[config.mk]
export PLATFORM = sky130hd
export DESIGN_NAME = io_uart_flat
export DESIGN_NICKNAME = d
export VERILOG_FILES = /design/src/rtl/io_uart_if.sv /design/src/rtl/io_uart.sv /design/src/flat_wrapper.sv
export SDC_FILE = /design/constraint.sdc
export NUM_CORES = 1
export LEC_CHECK = 0
export CORE_ASPECT_RATIO = 0.75
export CORE_UTILIZATION = 35
export CTS_CLUSTER_SIZE = 30
export DETAILED_ROUTE_END_ITERATION = 10
export HOLD_SLACK_MARGIN = 0.1
export PLACE_DENSITY = 0.61
export SLEW_MARGIN = 10
export SYNTH_ARGS = -nofsm -noshare
export SYNTH_HDL_FRONTEND = slang
export SYNTH_SLANG_ARGS = --single-unit
[constraint.sdc]
create_clock -name clk -period 4.1 [get_ports clk]
set_input_delay 0.41 -clock clk [delete_from_list [all_inputs] [get_ports clk]]
set_output_delay 0.41 -clock clk [all_outputs]
set_load 0.02 [all_outputs]
[src/rtl/io_uart_if.sv]
// CPU-side I/O bus bundle for the io_uart peripheral: single-cycle read/write
// strobes, full byte address, write data and registered read data.
interface io_uart_if;
    logic        io_write_en;
    logic        io_read_en;
    logic [31:0] io_address;
    logic [31:0] io_write_data;
    logic [31:0] io_read_data;

    modport master (
        output io_write_en, io_read_en, io_address, io_write_data,
        input  io_read_data
    );

    modport slave (
        input  io_write_en, io_read_en, io_address, io_write_data,
        output io_read_data
    );
endinterface

[src/rtl/io_uart.sv]
// Memory-mapped 8N1 UART: STATUS / RX_DATA / TX_DATA registers, a single-byte
// transmitter, and a receiver feeding a small RX FIFO.
//   state    | meaning
//   TX_IDLE  | line high, ready to accept a TX_DATA write
//   TX_START | driving the start bit (low)
//   TX_DATA  | shifting 8 data bits, LSB first
//   TX_STOP  | driving the stop bit (high)
//   RX_IDLE  | waiting for a falling edge on the synchronized line
//   RX_START | counting to mid start bit, rejecting glitches
//   RX_DATA  | sampling 8 data bits once per bit period
//   RX_STOP  | sampling the stop bit, push or flag frame error
//   RX_WAIT  | after a framing error, waiting for the line to return high
module io_uart #(
    parameter logic [31:0] BASE_ADDRESS  = 32'hFFFF0040,
    parameter int          BAUD_DIVIDE   = 27,
    parameter int          RX_FIFO_DEPTH = 8
) (
    input  logic     clk,
    input  logic     reset,
    io_uart_if.slave bus,
    output logic     uart_tx,
    input  logic     uart_rx
);
    localparam int CW = $clog2(BAUD_DIVIDE);
    localparam int AW = $clog2(RX_FIFO_DEPTH);
    localparam logic [CW-1:0] BIT_LAST = CW'(BAUD_DIVIDE - 1);
    localparam logic [CW-1:0] BIT_HALF = CW'(BAUD_DIVIDE / 2);

    typedef enum logic [1:0] {TX_IDLE, TX_START, TX_DATA, TX_STOP} tx_state_t;
    typedef enum logic [2:0] {RX_IDLE, RX_START, RX_DATA, RX_STOP, RX_WAIT} rx_state_t;

    tx_state_t     tx_state_q, tx_state_d;
    logic [CW-1:0] tx_cnt_q, tx_cnt_d;
    logic [2:0]    tx_bit_q, tx_bit_d;
    logic [7:0]    tx_shift_q, tx_shift_d;
    logic          tx_line_q, tx_line_d;

    rx_state_t     rx_state_q, rx_state_d;
    logic [CW-1:0] rx_cnt_q, rx_cnt_d;
    logic [2:0]    rx_bit_q, rx_bit_d;
    logic [7:0]    rx_shift_q, rx_shift_d;
    logic          rx_meta_q, rx_sync_q, rx_prev_q;
    logic          rx_push, frame_set;

    logic [AW:0]   wr_ptr_q, wr_ptr_d, rd_ptr_q, rd_ptr_d;
    logic [7:0]    fifo_mem [RX_FIFO_DEPTH];
    logic          fifo_empty, fifo_full, pop_en, push_en, overrun_set;
    logic          overrun_q, overrun_d, frame_err_q, frame_err_d;
    logic [31:0]   rdata_q, rdata_d;

    logic sel_status, sel_rxdata, sel_txdata, rd_status, rd_rxdata, wr_txdata, tx_ready;
    logic unused_wdata;

    assign sel_status = (bus.io_address == BASE_ADDRESS);
    assign sel_rxdata = (bus.io_address == BASE_ADDRESS + 32'd4);
    assign sel_txdata = (bus.io_address == BASE_ADDRESS + 32'd8);
    assign rd_status  = bus.io_read_en & sel_status;
    assign rd_rxdata  = bus.io_read_en & sel_rxdata;
    assign wr_txdata  = bus.io_write_en & sel_txdata;
    assign tx_ready   = (tx_state_q == TX_IDLE);
    assign unused_wdata = ^bus.io_write_data[31:8];

    always_comb begin
        tx_state_d = tx_state_q;
        tx_cnt_d   = tx_cnt_q;
        tx_bit_d   = tx_bit_q;
        tx_shift_d = tx_shift_q;
        tx_line_d  = tx_line_q;
        case (tx_state_q)
            TX_IDLE: if (wr_txdata) begin
                tx_state_d = TX_START;
                tx_shift_d = bus.io_write_data[7:0];
                tx_cnt_d   = BIT_LAST;
                tx_line_d  = 1'b0;
            end
            TX_START: if (tx_cnt_q == '0) begin
                tx_state_d = TX_DATA;
                tx_cnt_d   = BIT_LAST;
                tx_bit_d   = 3'd0;
                tx_line_d  = tx_shift_q[0];
            end else tx_cnt_d = tx_cnt_q - CW'(1);
            TX_DATA: if (tx_cnt_q == '0) begin
                tx_cnt_d = BIT_LAST;
                if (tx_bit_q == 3'd7) begin
                    tx_state_d = TX_STOP;
                    tx_line_d  = 1'b1;
                end else begin
                    tx_bit_d   = tx_bit_q + 3'd1;
                    tx_shift_d = {1'b0, tx_shift_q[7:1]};
                    tx_line_d  = tx_shift_q[1];
                end
            end else tx_cnt_d = tx_cnt_q - CW'(1);
            TX_STOP: if (tx_cnt_q == '0) tx_state_d = TX_IDLE;
                     else tx_cnt_d = tx_cnt_q - CW'(1);
            default: tx_state_d = TX_IDLE;
        endcase
    end

    always_comb begin
        rx_state_d = rx_state_q;
        rx_cnt_d   = rx_cnt_q;
        rx_bit_d   = rx_bit_q;
        rx_shift_d = rx_shift_q;
        rx_push    = 1'b0;
        frame_set  = 1'b0;
        case (rx_state_q)
            RX_IDLE: if (rx_prev_q && !rx_sync_q) begin
                rx_state_d = RX_START;
                rx_cnt_d   = BIT_HALF;
            end
            RX_START: if (rx_cnt_q == '0) begin
                if (rx_sync_q) rx_state_d = RX_IDLE;
                else begin
                    rx_state_d = RX_DATA;
                    rx_cnt_d   = BIT_LAST;
                    rx_bit_d   = 3'd0;
                end
            end else rx_cnt_d = rx_cnt_q - CW'(1);
            RX_DATA: if (rx_cnt_q == '0) begin
                rx_shift_d = {rx_sync_q, rx_shift_q[7:1]};
                rx_cnt_d   = BIT_LAST;
                if (rx_bit_q == 3'd7) rx_state_d = RX_STOP;
                else rx_bit_d = rx_bit_q + 3'd1;
            end else rx_cnt_d = rx_cnt_q - CW'(1);
            RX_STOP: if (rx_cnt_q == '0) begin
                if (rx_sync_q) begin
                    rx_push    = 1'b1;
                    rx_state_d = RX_IDLE;
                end else begin
                    frame_set  = 1'b1;
                    rx_state_d = RX_WAIT;
                end
            end else rx_cnt_d = rx_cnt_q - CW'(1);
            RX_WAIT: if (rx_sync_q) rx_state_d = RX_IDLE;
            default: rx_state_d = RX_IDLE;
        endcase
    end

    // A pop in the same cycle frees a slot, so a full FIFO can still take the push.
    assign fifo_empty  = (wr_ptr_q == rd_ptr_q);
    assign fifo_full   = (wr_ptr_q[AW] != rd_ptr_q[AW]) && (wr_ptr_q[AW-1:0] == rd_ptr_q[AW-1:0]);
    assign pop_en      = rd_rxdata & ~fifo_empty;
    assign push_en     = rx_push & (~fifo_full | pop_en);
    assign overrun_set = rx_push & fifo_full & ~pop_en;
    assign wr_ptr_d    = wr_ptr_q + (AW+1)'(push_en);
    assign rd_ptr_d    = rd_ptr_q + (AW+1)'(pop_en);
    assign overrun_d   = (overrun_q & ~rd_status) | overrun_set;
    assign frame_err_d = (frame_err_q & ~rd_status) | frame_set;

    always_comb begin
        rdata_d = rdata_q;
        if (bus.io_read_en) begin
            rdata_d = '0;
            if (sel_status) rdata_d[3:0] = {frame_err_q, overrun_q, ~fifo_empty, tx_ready};
            else if (sel_rxdata && !fifo_empty) rdata_d[7:0] = fifo_mem[rd_ptr_q[AW-1:0]];
        end
    end

    always_ff @(posedge clk or posedge reset) begin
        if (reset) begin
            tx_state_q  <= TX_IDLE;
            tx_cnt_q    <= '0;
            tx_bit_q    <= '0;
            tx_shift_q  <= '0;
            tx_line_q   <= 1'b1;
            rx_state_q  <= RX_IDLE;
            rx_cnt_q    <= '0;
            rx_bit_q    <= '0;
            rx_shift_q  <= '0;
            rx_meta_q   <= 1'b1;
            rx_sync_q   <= 1'b1;
            rx_prev_q   <= 1'b1;
            wr_ptr_q    <= '0;
            rd_ptr_q    <= '0;
            overrun_q   <= 1'b0;
            frame_err_q <= 1'b0;
            rdata_q     <= '0;
        end else begin
            tx_state_q  <= tx_state_d;
            tx_cnt_q    <= tx_cnt_d;
            tx_bit_q    <= tx_bit_d;
            tx_shift_q  <= tx_shift_d;
            tx_line_q   <= tx_line_d;
            rx_state_q  <= rx_state_d;
            rx_cnt_q    <= rx_cnt_d;
            rx_bit_q    <= rx_bit_d;
            rx_shift_q  <= rx_shift_d;
            rx_meta_q   <= uart_rx;
            rx_sync_q   <= rx_meta_q;
            rx_prev_q   <= rx_sync_q;
            wr_ptr_q    <= wr_ptr_d;
            rd_ptr_q    <= rd_ptr_d;
            overrun_q   <= overrun_d;
            frame_err_q <= frame_err_d;
            rdata_q     <= rdata_d;
        end
    end

    always_ff @(posedge clk) begin
        if (push_en) fifo_mem[wr_ptr_q[AW-1:0]] <= rx_shift_q;
    end

    assign uart_tx          = tx_line_q;
    assign bus.io_read_data = rdata_q;
endmodule
[src/flat_wrapper.sv]
// flat-port wrapper written by rule: the top's interface ports become plain ports
module io_uart_flat 
#(
    parameter logic [31:0] BASE_ADDRESS  = 32'hFFFF0040,
    parameter int          BAUD_DIVIDE   = 27,
    parameter int          RX_FIFO_DEPTH = 8
)
  (clk, reset, uart_tx, uart_rx, bus_io_write_en, bus_io_read_en, bus_io_address, bus_io_write_data, bus_io_read_data);
  io_uart_if bus_i ();
  input  logic clk;
  input  logic reset;
  output logic uart_tx;
  input  logic uart_rx;
  input wire logic [$bits(bus_i.io_write_en)-1:0] bus_io_write_en;
  input wire logic [$bits(bus_i.io_read_en)-1:0] bus_io_read_en;
  input wire logic [$bits(bus_i.io_address)-1:0] bus_io_address;
  input wire logic [$bits(bus_i.io_write_data)-1:0] bus_io_write_data;
  output wire logic [$bits(bus_i.io_read_data)-1:0] bus_io_read_data;
  assign bus_i.io_write_en = bus_io_write_en;
  assign bus_i.io_read_en = bus_io_read_en;
  assign bus_i.io_address = bus_io_address;
  assign bus_i.io_write_data = bus_io_write_data;
  assign bus_io_read_data = bus_i.io_read_data;
  io_uart #(.BASE_ADDRESS(BASE_ADDRESS), .BAUD_DIVIDE(BAUD_DIVIDE), .RX_FIFO_DEPTH(RX_FIFO_DEPTH)) u_core (.clk(clk), .reset(reset), .bus(bus_i), .uart_tx(uart_tx), .uart_rx(uart_rx));
endmodule
---- Word-level counts from Yosys, hierarchy flattened ----
Memories as Yosys holds them, arrays and structs flattened.
Cells that the tools add are included.
word-level totals
  input port bits ......................... 69
  memories kept ........................... 1
  output and inout port bits .............. 33
  RAM bits ................................ 64
  logic and storage cells ................. 150
  bits in registers ....................... 59
memory list
  name             depth  bits a word  read ports  clocked after Yosys merged registers in  wr ports  RTL line       text
  u_core.fifo_mem  8      8            1           0                                        1         io_uart.sv:46  logic [7:0] fifo_mem [RX_FIFO_DEPTH];
cells by class
  add/subtract/negate cells ............... 6
  multiplexer cells ....................... 54
  reduce and logical (&&, ||, !) cells .... 24
  bitwise logic cells ..................... 16
  equal/unequal tests ..................... 32
operators with widths
  kind                                                                number
  32-bit == test, second input constant                               3
  3-bit two-way mux                                                   14
  5-bit two-way mux                                                   8
  8-bit two-way mux                                                   4
  2-bit by 1-bit != test with 1-bit output, second input constant     11
  5-bit case mux with 4 select lines                                  1
  8-bit case mux with 2 select lines                                  1
  4-bit AND reduction                                                 4
  3-bit case mux with 5 select lines                                  1
  5-bit case mux with 3 select lines                                  1
  1-bit two-way mux                                                   12
  2-bit two-way mux                                                   6
  3-bit case mux with 2 select lines                                  2
  5-bit zero test                                                     2
  2-bit != test, second input constant                                5
  5-bit AND reduction                                                 2
  5-bit by 1-bit subtractor with 5-bit output, second input constant  2
  1-bit AND                                                           9
  3-bit == test, second input constant                                3
  4-bit by 1-bit adder with 4-bit output                              2
  4-bit two-way mux                                                   2
  2-bit case mux with 4 select lines                                  1
  3-bit by 1-bit adder with 3-bit output, second input constant       2
  3-bit by 2-bit == test with 1-bit output, second input constant     2
  20 further kinds                                                    32

---- Logic depth before layout (Yosys ltp) ----
Gate-level depths: netlist (run 1).
  depth in word-level cells ............... 7
  gate-level depth with buffers ........... 9
  mapped depth without buffers ............ 9

---- Worst setup path before layout (run 1) ----
Ideal clock, no wire load.
  path kind ............................... reg2reg
  start ................................... register u_core.rx_cnt_q[0]
  end ..................................... memory u_core.fifo_mem[5][0] (enable)
  slack ................................... 1.758 ns
  cell stages (with the launch flop) ...... 8
  clock period less this slack ............ 2.342 ns
  data required time ...................... 3.767 ns
  setup time .............................. 0.333 ns
  buffers on the path ..................... 0
  arrival ................................. 2.009 ns
  path through ............................ dfrtp_1 > inv_1 > ha_1 > or4b_4 > nor3_2 > nand2_1 > a21oi_2 > and4b_1
on the way
  word-level cells in the longest chain between the ends .. 6
RTL lines
  what                                     RTL line        text
  from (decl)                              io_uart.sv:39   logic [CW-1:0] rx_cnt_q, rx_cnt_d;
  from (signal assigned)                   io_uart.sv:185  rx_cnt_q <= rx_cnt_d;
  5-bit zero test                          io_uart.sv:125  RX_STOP: if (rx_cnt_q == '0) begin
  1-bit two-way mux                        io_uart.sv:125
  1-bit two-way mux                        io_uart.sv:106  case (rx_state_q)
  1-bit AND                                io_uart.sv:143  assign push_en = rx_push & (~fifo_full | pop_en);
  1-bit two-way mux                        io_uart.sv:200  if (push_en) fifo_mem[wr_ptr_q[AW-1:0]] <= rx_shift_q;
  1-bit two-way mux (not written as such)  io_uart.sv:200
  to (decl)                                io_uart.sv:46
No other way between the ends.

---- Worst setup path after layout (run 1) ----
  start ................................... register u_core.rx_cnt_q[0]
  end ..................................... memory u_core.fifo_mem[3][1] (enable)
The elaborated chain is that of the path after synthesis.

==> results by stage, run 1 <==
STA:
- The post-route worst setup slack is about 1.3 ns.
- After routing, the total negative slack on setup checks comes to 0 ns.
- The number of pins with negative max-slew slack in the final report is 0.
- The final hold violation count is 0.
- Setup violations remaining at the end of the flow were counted as 0.
- Of the available clock period, the critical path in the final layout requires 68.9%.
- For this run, the top clock speed supported by timing is 354 MHz.
- The worst slew margin relative to its limit is roughly a third.
- The transition time of the tightest slew-check pin is 1.02 ns.
- Between clock sinks in the finished design, the worst skew comes to 0.0144 ns.
- The clock period could shrink to 2.83 ns.
- Setup repair after global routing left no endpoint under its margin.

Final layout:
- The fraction of layout instances using a drive strength above 1 is 17.0%.
- The finished cells cover 6950 sq um.
- The area growth from synthesis to layout is 22.3%.
- The area of combinational cells with multiple inputs is approximately 2100 sq um.
- Registers take 3400 sq um.
- The count of cells in the finished layout, fillers not included, comes to 682.
- The number of antenna diodes in the final layout is 0.
- The number of fill cells is around 1400.
- The final-stage net count is between 500 and 600.

Clocking:
- The cts-stage hold buffer count is 0.
- For this design, the sink count on the clock tree is 123.
- Counting the buffers created by CTS gives 17.
- The buffer depth of the longest clock path is 2.
- After clock tree synthesis, the repair step resized 0 gates.
- After clock tree synthesis, the clock-pin slew on the worst setup and hold paths is about 0.060 ns.
- The number of buffers inserted to repair setup after CTS is 0.
- The root buffer selected by CTS is sky130_fd_sc_hd__clkbuf_16.
- At the later pin of the worst-skew pair, clock insertion delay measures 0.42 ns.
- The CTS tree is done.
- The H-tree depth is 4.

Critical path:
- The launching point of the worst reg2reg path is u_core.rx_cnt_q[0]$_DFFE_PP0P_.
- Data on the critical path arrives at its endpoint at 2.88 ns.
- The worst setup path is captured at a register.
- The endpoint of the worst register-to-register path is u_core.fifo_mem[3][1]$_DFFE_PP_.
- In this run the worst path has a maximum fanout of 9.
- The critical setup path kind is reg2reg.
- The worst setup path is launched from a register.
- For the worst setup path, the data required time is 4.15 ns.
- Across all register-to-register paths, the minimum setup slack is approximately 1.3 ns.
- The depth of the worst register-to-register path is 7.

Global route:
- Entering global routing, the biggest net connects 46 pins.
- The first global-routing pass estimated between 15000 and 20000 microns of wire.
- The via count of the first global-routing pass was 3459.
- The total congestion overflow after global routing is 0.
- The number of antenna violations at the first check in global routing is 0.
- Across every metal layer, demand over resource in global routing totals 15.2%.

Detailed routing:
- After detailed routing, the average wire length per cell comes to around 17 microns.
- The DRC marker count from the first detailed-route iteration is 211.
- The number of iterations in the first detailed-routing pass is 4.
- The antenna violation net count after detailed routing is 0.
- Summed over all layers, the routed wires come to 11600 microns.
- The remaining routing DRC violations is 0.
- The routed layout has around 3400 vias.
- The via-per-instance ratio is 4.98.

Floorplan:
- The die boundary width is 149 microns.
- After floorplanning, the core was divided into 39 placement rows.
- The die height is 112 microns.
- The top-level I/O count is 102.
- The floorplan step defined a die boundary enclosing roughly 17000 sq um.
- The effective utilization at floorplan is a little over a third.
- The floorplan step defined a core boundary enclosing 15600 sq um.

Synth:
- The area of the mapped netlist is 5680 sq um.
- After synthesis, the cell types taking the most area are sky130_fd_sc_hd__edfxtp_1 34%, sky130_fd_sc_hd__dfrtp_1 24%, sky130_fd_sc_hd__mux4_2 6.3%.
- sky130_fd_sc_hd__edfxtp_1 takes more of the synthesized area than any other cell.
- The async set-reset flop share out of synthesis is between 40% and 50%.
- The synthesized area per cell is 14.1 sq um.
- The number of register bits inferred by synthesis is 123.
- The register area share after synthesis is approximately 60%.
- After synthesis, the most frequently instantiated cells are 64 x sky130_fd_sc_hd__edfxtp_1, 55 x sky130_fd_sc_hd__dfrtp_1, 24 x sky130_fd_sc_hd__buf_4, 24 x sky130_fd_sc_hd__nand2_1, 17 x sky130_fd_sc_hd__nor2_1.
- In the synthesized netlist the dominant register cell turns out to be sky130_fd_sc_hd__edfxtp_1.
- The share of synthesized area in the top cell type comes to between 30% and 40%.
- The number of warnings printed during yosys synthesis is 0.
- The most common cell in the netlist is sky130_fd_sc_hd__edfxtp_1.
- The synthesized instance count is 403.
- In this run, synthesis inferred 64 flip-flops with an integrated enable.
- The synthesized netlist contains 63 unique library cells.

Status:
- The run finished with clean final reports.

Placement:
- Counting tap cells, the placed design contains a total of 650 instances.
- Summed over all nets, the half-perimeter wirelength after detailed placement is 7830 microns.
- The worst slack at placement is 0.971 ns.
- At the end of routability-driven placement, the weighted congestion stood at 0.793.
- Once placement finished, the instance area stood at between 6000 and 7000 sq um.
- The count of input and output buffers is 53.

Flow run:
- The max-capacitance violation count is 0.

Worst hold path:
- The terminating pin of the worst hold path is u_core.rx_sync_q$_DFF_PP1_.
- The worst hold path cell count is 0.
- The critical hold path startpoint is u_core.rx_meta_q$_DFF_PP1_.
- The min-delay analysis places its worst path in the category reg2reg.

Pwr:
- The static leakage is 2.73 nW.
- Dividing total power by cell area gives a power density of 461 nW/um^2.
- IR analysis of the VDD net gives a maximum drop of 0.000221 V.
[worst max-delay path by stage]
stage,from,cells past startpoint,slack [ns],to
floorplan,u_core.rx_cnt_q[0]$_DFFE_PP0P_,7,1.76,u_core.fifo_mem[5][0]$_DFFE_PP_
CTS,u_core.rx_cnt_q[0]$_DFFE_PP0P_,7,1.27,u_core.fifo_mem[0][7]$_DFFE_PP_
global route,u_core.rx_cnt_q[0]$_DFFE_PP0P_,7,1.11,u_core.fifo_mem[0][7]$_DFFE_PP_
finish,u_core.rx_cnt_q[0]$_DFFE_PP0P_,7,1.27,u_core.fifo_mem[3][1]$_DFFE_PP_
detailed placement,bus_io_address[30],6,0.97,u_core.fifo_mem[0][3]$_DFFE_PP_
global placement,bus_io_address[30],6,1.05,u_core.fifo_mem[3][1]$_DFFE_PP_
[cell type report]
cell class,count,share of cell area [%]
Timing Repair Buffer,57,8.06
Sequential cell,123,49.0
Tap cell,205,3.69
Clock buffer,17,6.12
Multi-Input combinational cell,248,29.7
Clock inverter,15,2.54
Inverter,17,0.918
[metal layers]
layer | share of wire, % | routed length (microns) | up-vias | global-route usage, %
met1 | 47 | 5440 | 1716 | 20.4
li1 | - | - | 1614 | -
met2 | 48 | 5570 | 59 | 23.6
met5 | 0 | 0 | - | 0
met4 | 0.47 | 55 | 0 | 3.74
met3 | 4.4 | 514 | 8 | 5.08
[registers in the layout (all words and copies together), names as in the netlist, 2 cells and up]
name	flops
u_core.tx_state_q	2
u_core.rx_bit_q	3
u_core.tx_cnt_q	5
u_core.tx_bit_q	3
u_core.bus.io_read_data	8
u_core.rx_cnt_q	5
u_core.rd_ptr_q	4
u_core.rx_state_q	3
u_core.rx_shift_q	8
u_core.fifo_mem	64
u_core.wr_ptr_q	4
u_core.tx_shift_q	8
[where the power goes]
group,switching (mW),internal [mW]
sequential,0.0540,1.34
combinational,0.147,0.131
clock,0.607,0.919
[cell usage in the layout (no fill, tap or decap), types with 4 or more instances in the layout]
master / Yosys / layout
sky130_fd_sc_hd__a21oi_1: 11 / 11
sky130_fd_sc_hd__a22o_1: 7 / 7
sky130_fd_sc_hd__a32oi_1: 4 / 4
sky130_fd_sc_hd__buf_4: 24 / 4
sky130_fd_sc_hd__clkbuf_16: 0 / 17
sky130_fd_sc_hd__clkdlybuf4s50_1: 0 / 53
sky130_fd_sc_hd__conb_1: 1 / 24
sky130_fd_sc_hd__dfrtp_1: 55 / 55
sky130_fd_sc_hd__dfstp_2: 4 / 4
sky130_fd_sc_hd__edfxtp_1: 64 / 64
sky130_fd_sc_hd__ha_1: 14 / 14
sky130_fd_sc_hd__inv_1: 15 / 14
sky130_fd_sc_hd__inv_6: 0 / 9
sky130_fd_sc_hd__mux2_1: 16 / 16
sky130_fd_sc_hd__mux2_2: 9 / 9
sky130_fd_sc_hd__mux2i_1: 12 / 12
sky130_fd_sc_hd__mux4_2: 16 / 16
sky130_fd_sc_hd__nand2_1: 24 / 24
sky130_fd_sc_hd__nand3_1: 5 / 5
sky130_fd_sc_hd__nand4_1: 5 / 5
sky130_fd_sc_hd__nor2_1: 17 / 17
sky130_fd_sc_hd__o21ai_1: 10 / 10
sky130_fd_sc_hd__o2bb2ai_1: 4 / 4
sky130_fd_sc_hd__xnor2_1: 6 / 6
[cells by family after synthesis]
family	after synthesis	share of synthesized area (%)
buf+inv	55	5.33
flops	123	59.9
simple gates	85	9.09
xor+xnor	8	1.23
fa+ha+maj	14	3.08
mux	53	13.4
compound gates	64	7.92
other cells	1	0.0660
[through the flow]
stage	power [mW]	hold WS [ns]	util, %
2_1_floorplan	1.63	0.345	-
3_5_place_dp	1.70	0.351	40.8
5_1_grt	3.33	0.375	44.7
4_1_cts	3.23	0.366	44.7
3_3_place_gp	1.69	0.362	40.8
6_report	3.20	0.364	44.7
[critical path: stages, from the launching register on]
cell and delay (ns):
sky130_fd_sc_hd__dfrtp_1 0.35, sky130_fd_sc_hd__inv_1 0.11, sky130_fd_sc_hd__ha_1 0.22, sky130_fd_sc_hd__or4b_4 0.52, sky130_fd_sc_hd__nor3_2 0.26, sky130_fd_sc_hd__nand2_1 0.12
sky130_fd_sc_hd__a21oi_2 0.27, sky130_fd_sc_hd__and4b_1 0.61
No activity file was read; power rests on OpenSTA's default activity.
==> inputs of run 2 (changes only) <==
PLACE_DENSITY = 0.63   (was 0.61)
clock period = 2.55 ns   (was 4.1 ns; I/O delays follow)
==> run 2 against run 1 <==
Effect of this change:
- global-route usage is 0.18 points lower
- largest power group unchanged
- sequential share of layout area is 2.0 points lower
- routed wire length is 1.8% higher
- power is 63% higher
- highest routed layer unchanged
- utilization is 1.9 points higher
==> results by stage, run 2 (same netlist as run 1, synthesis figures left out) <==
Final layout:
- The area growth from synthesis to layout is 27.4%.
- The final-stage net count is 576 (+5.3%).
- The register area was 3400 sq um (unchanged).
- The flip-flop count of the largest register, all copies and words added is 64 (unchanged).
- The antenna diode count came to 0 (unchanged).
- The area of combinational cells with multiple inputs is 2100 sq um (+1.5%).
- The fraction of layout instances using a drive strength above 1 is 22.1% (+5.2 points).
- The number of fill cells is 1332 (-3.8%).
- The top cell types in the final layout, fill and taps aside, are 64 x sky130_fd_sc_hd__edfxtp_1, 55 x sky130_fd_sc_hd__dfrtp_1, 53 x sky130_fd_sc_hd__clkdlybuf4s50_1.
- Leaving out fill and tap cells, the most frequent cell in the layout is sky130_fd_sc_hd__edfxtp_1.
- The cell area after layout is 7240 sq um (+4.2%).
- The final cell count without fillers is 711 (+4.3%).

Critical path:
- The required time of the worst setup path came to 2.67 ns (-1.48 ns).
- The critical path in this run is classified as reg2reg.
- In this design, the largest share of critical-path delay is due to simple AND/OR/NAND/NOR gates.
- The peak per-stage delay on the critical path came to 0.49 ns (-0.12 ns).
- The buffers plus inverters on the worst setup path is 2 (+1).
- The endpoint of the worst register-to-register path is u_core.fifo_mem[3][7]$_DFFE_PP_.
- The critical path goes through inv_1 > ha_1 > or4b_4 > nor3_4 > nand2_2 > a21oi_2 > and4b_1 > buf_4.
- The highest net fanout along the worst path is 4 (-5).
- The element type at the critical path end is a register.
- The depth of the worst register-to-register path is 8 (+1).
- The reg2reg setup slack is 0.16 ns (-1.12 ns).
- STA classifies the critical path startpoint as a register.
- The cell at the slowest stage of the critical path is sky130_fd_sc_hd__or4b_4.
- The worst path arrival time is 2.51 ns (-0.37 ns).
- In this run the critical register-to-register path is launched from u_core.rx_cnt_q[0]$_DFFE_PP0P_.

Pwr:
- The internal power component is 3.95 mW (+65%).
- The part of the power in registers is 43.1% (-0.6 points).
- The net load switching power came to 1.28 mW (+58%).
- The share of power burned in combinational logic is 9.1% (+0.4 points).
- The part of the total power dissipated in the clock network is 47.8% (about the same).
- The static leakage is 2.88 nW (+5.6%).
- The share of total power consumed by net switching is 24.4% (-0.81 points).
- The worst supply voltage drop on vdd is 0.000470 V (+110%).
- The cell area power density was 722 nW/um^2 (+57%).

Clocking:
- The TritonCTS buffer count is 17 (unchanged).
- The root buffer selected by CTS is sky130_fd_sc_hd__clkbuf_16.
- The H-tree depth was 4 (unchanged).
- The number of cells upsized or downsized after cts is 0 (unchanged).
- The clock input transition at the sequential cells of the worst setup and hold paths is 0.06 ns (about the same).
- The buffer depth of the longest clock path is 2 (unchanged).
- TritonCTS built the clock tree.
- The source-to-sink clock delay at the later pin of the worst-skew pair is 0.41 ns (about the same).
- The cts-stage hold buffer count was 0 (unchanged).
- The number of buffers inserted to repair setup after CTS was 0 (unchanged).
- The number of sinks on the clock net is 123 (unchanged).

Placement:
- The final estimated routing congestion in global placement is 0.769 (-2.9%).
- The placed wire-length estimate after detailed placement came to 8170 microns (+4.3%).
- The count of placed standard cells including taps was 678 (+4.3%).
- The count of input and output buffers is 53 (unchanged).
- The area after detailed placement came to 6600 sq um (+3.9%).

STA:
- The maximum clock rate is 418 MHz (+18%).
- The final hold violation count is 0 (unchanged).
- The number of setup violations in the final report came to 0 (unchanged).
- The minimum period implied by the final worst setup slack is 2.39 ns (-0.435 ns).
- The transition time of the tightest slew-check pin is 0.627 ns (-0.389 ns).
- The worst clock skew is 0.00885 ns (-0.00556 ns).
- The worst slew margin relative to its limit is 58.2% (+26 points).
- The post-route fraction of the period consumed by the critical path is 93.8% (+25 points).
- The number of pins with negative max-slew slack in the final report is 0 (unchanged).
- Setup repair after global routing left no endpoint under its margin.

Detailed routing:
- The antenna violation net count after detailed routing came to 0 (unchanged).
- The remaining routing DRC violations was 0 (unchanged).
- The number of iterations in the first detailed-routing pass came to 4 (unchanged).
- The via-per-instance ratio is 4.98 (about the same).
- The total wirelength of the detailed-routed design was 11800 microns (+1.8%).
- The average routed wire per standard cell is 16.6 microns (-2.3%).
- The DRC marker count from the first detailed-route iteration is 190 (-10%).
- The overall via count from detail_route was 3540 (+4.2%).

Floorplan:
- The effective utilization at floorplan is 36.5% (unchanged).
- The standard cell core area is 15600 sq um (unchanged).
- The die height is 112 microns (unchanged).
- The overall die area is 16800 sq um (unchanged).
- The top-level I/O count is 102 (unchanged).
- The die boundary width is 149 microns (unchanged).
- The cell row count is 39 (unchanged).

Global route:
- The via count of the first global-routing pass is 3599 (+4.0%).
- The maximum number of pins on one net before global-route repair was 33 (-28%).
- The met2 track utilization from global routing is 23.5% (-0.12 points).
- After global routing, the most crowded layer is met2.
- The total global-route track usage is 15.0% (-0.18 points).
- The global routing usage on met3 was 3.58% (-1.5 points).
- The met1 routing resource usage after global routing is 20.0% (-0.40 points).
- The number of antenna violations at the first check in global routing is 0 (unchanged).
- The total congestion overflow after global routing was 0 (unchanged).
- The first-pass GRT wire length is 19000 microns (about the same).

Worst hold path:
- The type of the worst min-delay path is in2async.

Status:
- The flow ran to the end, and the final reports show no timing, DRC or antenna violations.

Flow run:
- The max-capacitance violation count is 0 (unchanged).
[run 2: cell count changes in the layout (fill, tap and decap cells not counted), moves of 3 or more]
cell / change
sky130_fd_sc_hd__buf_4: +25
sky130_fd_sc_hd__inv_6: -5
sky130_fd_sc_hd__clkinvlp_4: +3
sky130_fd_sc_hd__buf_12: +3
[run 2: area by class of cell]
| cell class | instances | share of cell area (%) |
|---|---|---|
| timing repair buffer | 85 | 11.2 |
| sequential | 123 | 47.0 |
| clock buffer | 18 | 5.92 |
| tap | 205 | 3.54 |
| clock inverter | 14 | 2.59 |
| inverter | 17 | 0.881 |
| multi-input combinational | 249 | 28.9 |
[run 2: how the worst max path moves through the flow]
stage / from / end / slack (ns) / cells past startpoint
after floorplan: u_core.rx_cnt_q[0]$_DFFE_PP0P_ / u_core.fifo_mem[5][0]$_DFFE_PP_ / 0.21 / 7
after global placement: bus_io_address[30] / u_core.fifo_mem[1][5]$_DFFE_PP_ / 0.05 / 7
after detailed placement: bus_io_address[30] / u_core.fifo_mem[0][6]$_DFFE_PP_ / -0.007 / 7
after CTS: u_core.rx_cnt_q[0]$_DFFE_PP0P_ / u_core.fifo_mem[1][0]$_DFFE_PP_ / 0.01 / 8
after global routing: u_core.rx_cnt_q[0]$_DFFE_PP0P_ / u_core.fifo_mem[2][2]$_DFFE_PP_ / 0.04 / 8
final: u_core.rx_cnt_q[0]$_DFFE_PP0P_ / u_core.fifo_mem[3][7]$_DFFE_PP_ / 0.16 / 8
[run 2: through the flow]
| stage | worst slack (ns) | setup TNS [ns] | hold WS [ns] | util (%) | power (mW) |
|---|---|---|---|---|---|
| after global placement | 0.0451 | 0 | 0.348 | 42.4 | 2.74 |
| after floorplan | 0.208 | 0 | 0.259 | - | 2.62 |
| after CTS | 0.0139 | 0 | 0.252 | 46.3 | 5.27 |
| final | 0.159 | 0 | 0.255 | 46.5 | 5.23 |
| after detailed placement | -0.00676 | -0.0265 | 0.347 | 42.4 | 2.76 |
| after global routing | 0.0355 | 0 | 0.273 | 46.5 | 5.44 |
[run 2: per-layer routing]
layer | share of wire (%) | up-vias
li1 | - | 1661
met1 | 47 | 1793
met2 | 47 | 69
met3 | 3.7 | 17
met4 | 1.9 | 0
met5 | 0 | -
[run 2: power groups by stage]
stage / combinational [mW] / clock (mW) / sequential, mW
6_report: 0.476 / 2.50 / 2.25
5_1_grt: 0.541 / 2.63 / 2.27
4_1_cts: 0.477 / 2.54 / 2.25
3_5_place_dp: 0.474 / 0 / 2.29
3_3_place_gp: 0.456 / 0 / 2.28
2_1_floorplan: 0.373 / 0 / 2.25
[run 2: worst register-to-register path: stages (launching register included)]
cell and delay [ns]:
sky130_fd_sc_hd__dfrtp_1 0.35, sky130_fd_sc_hd__inv_1 0.10, sky130_fd_sc_hd__ha_1 0.18, sky130_fd_sc_hd__or4b_4 0.49, sky130_fd_sc_hd__nor3_4 0.21, sky130_fd_sc_hd__nand2_2 0.14, sky130_fd_sc_hd__a21oi_2 0.20, sky130_fd_sc_hd__and4b_1 0.26
sky130_fd_sc_hd__buf_4 0.16
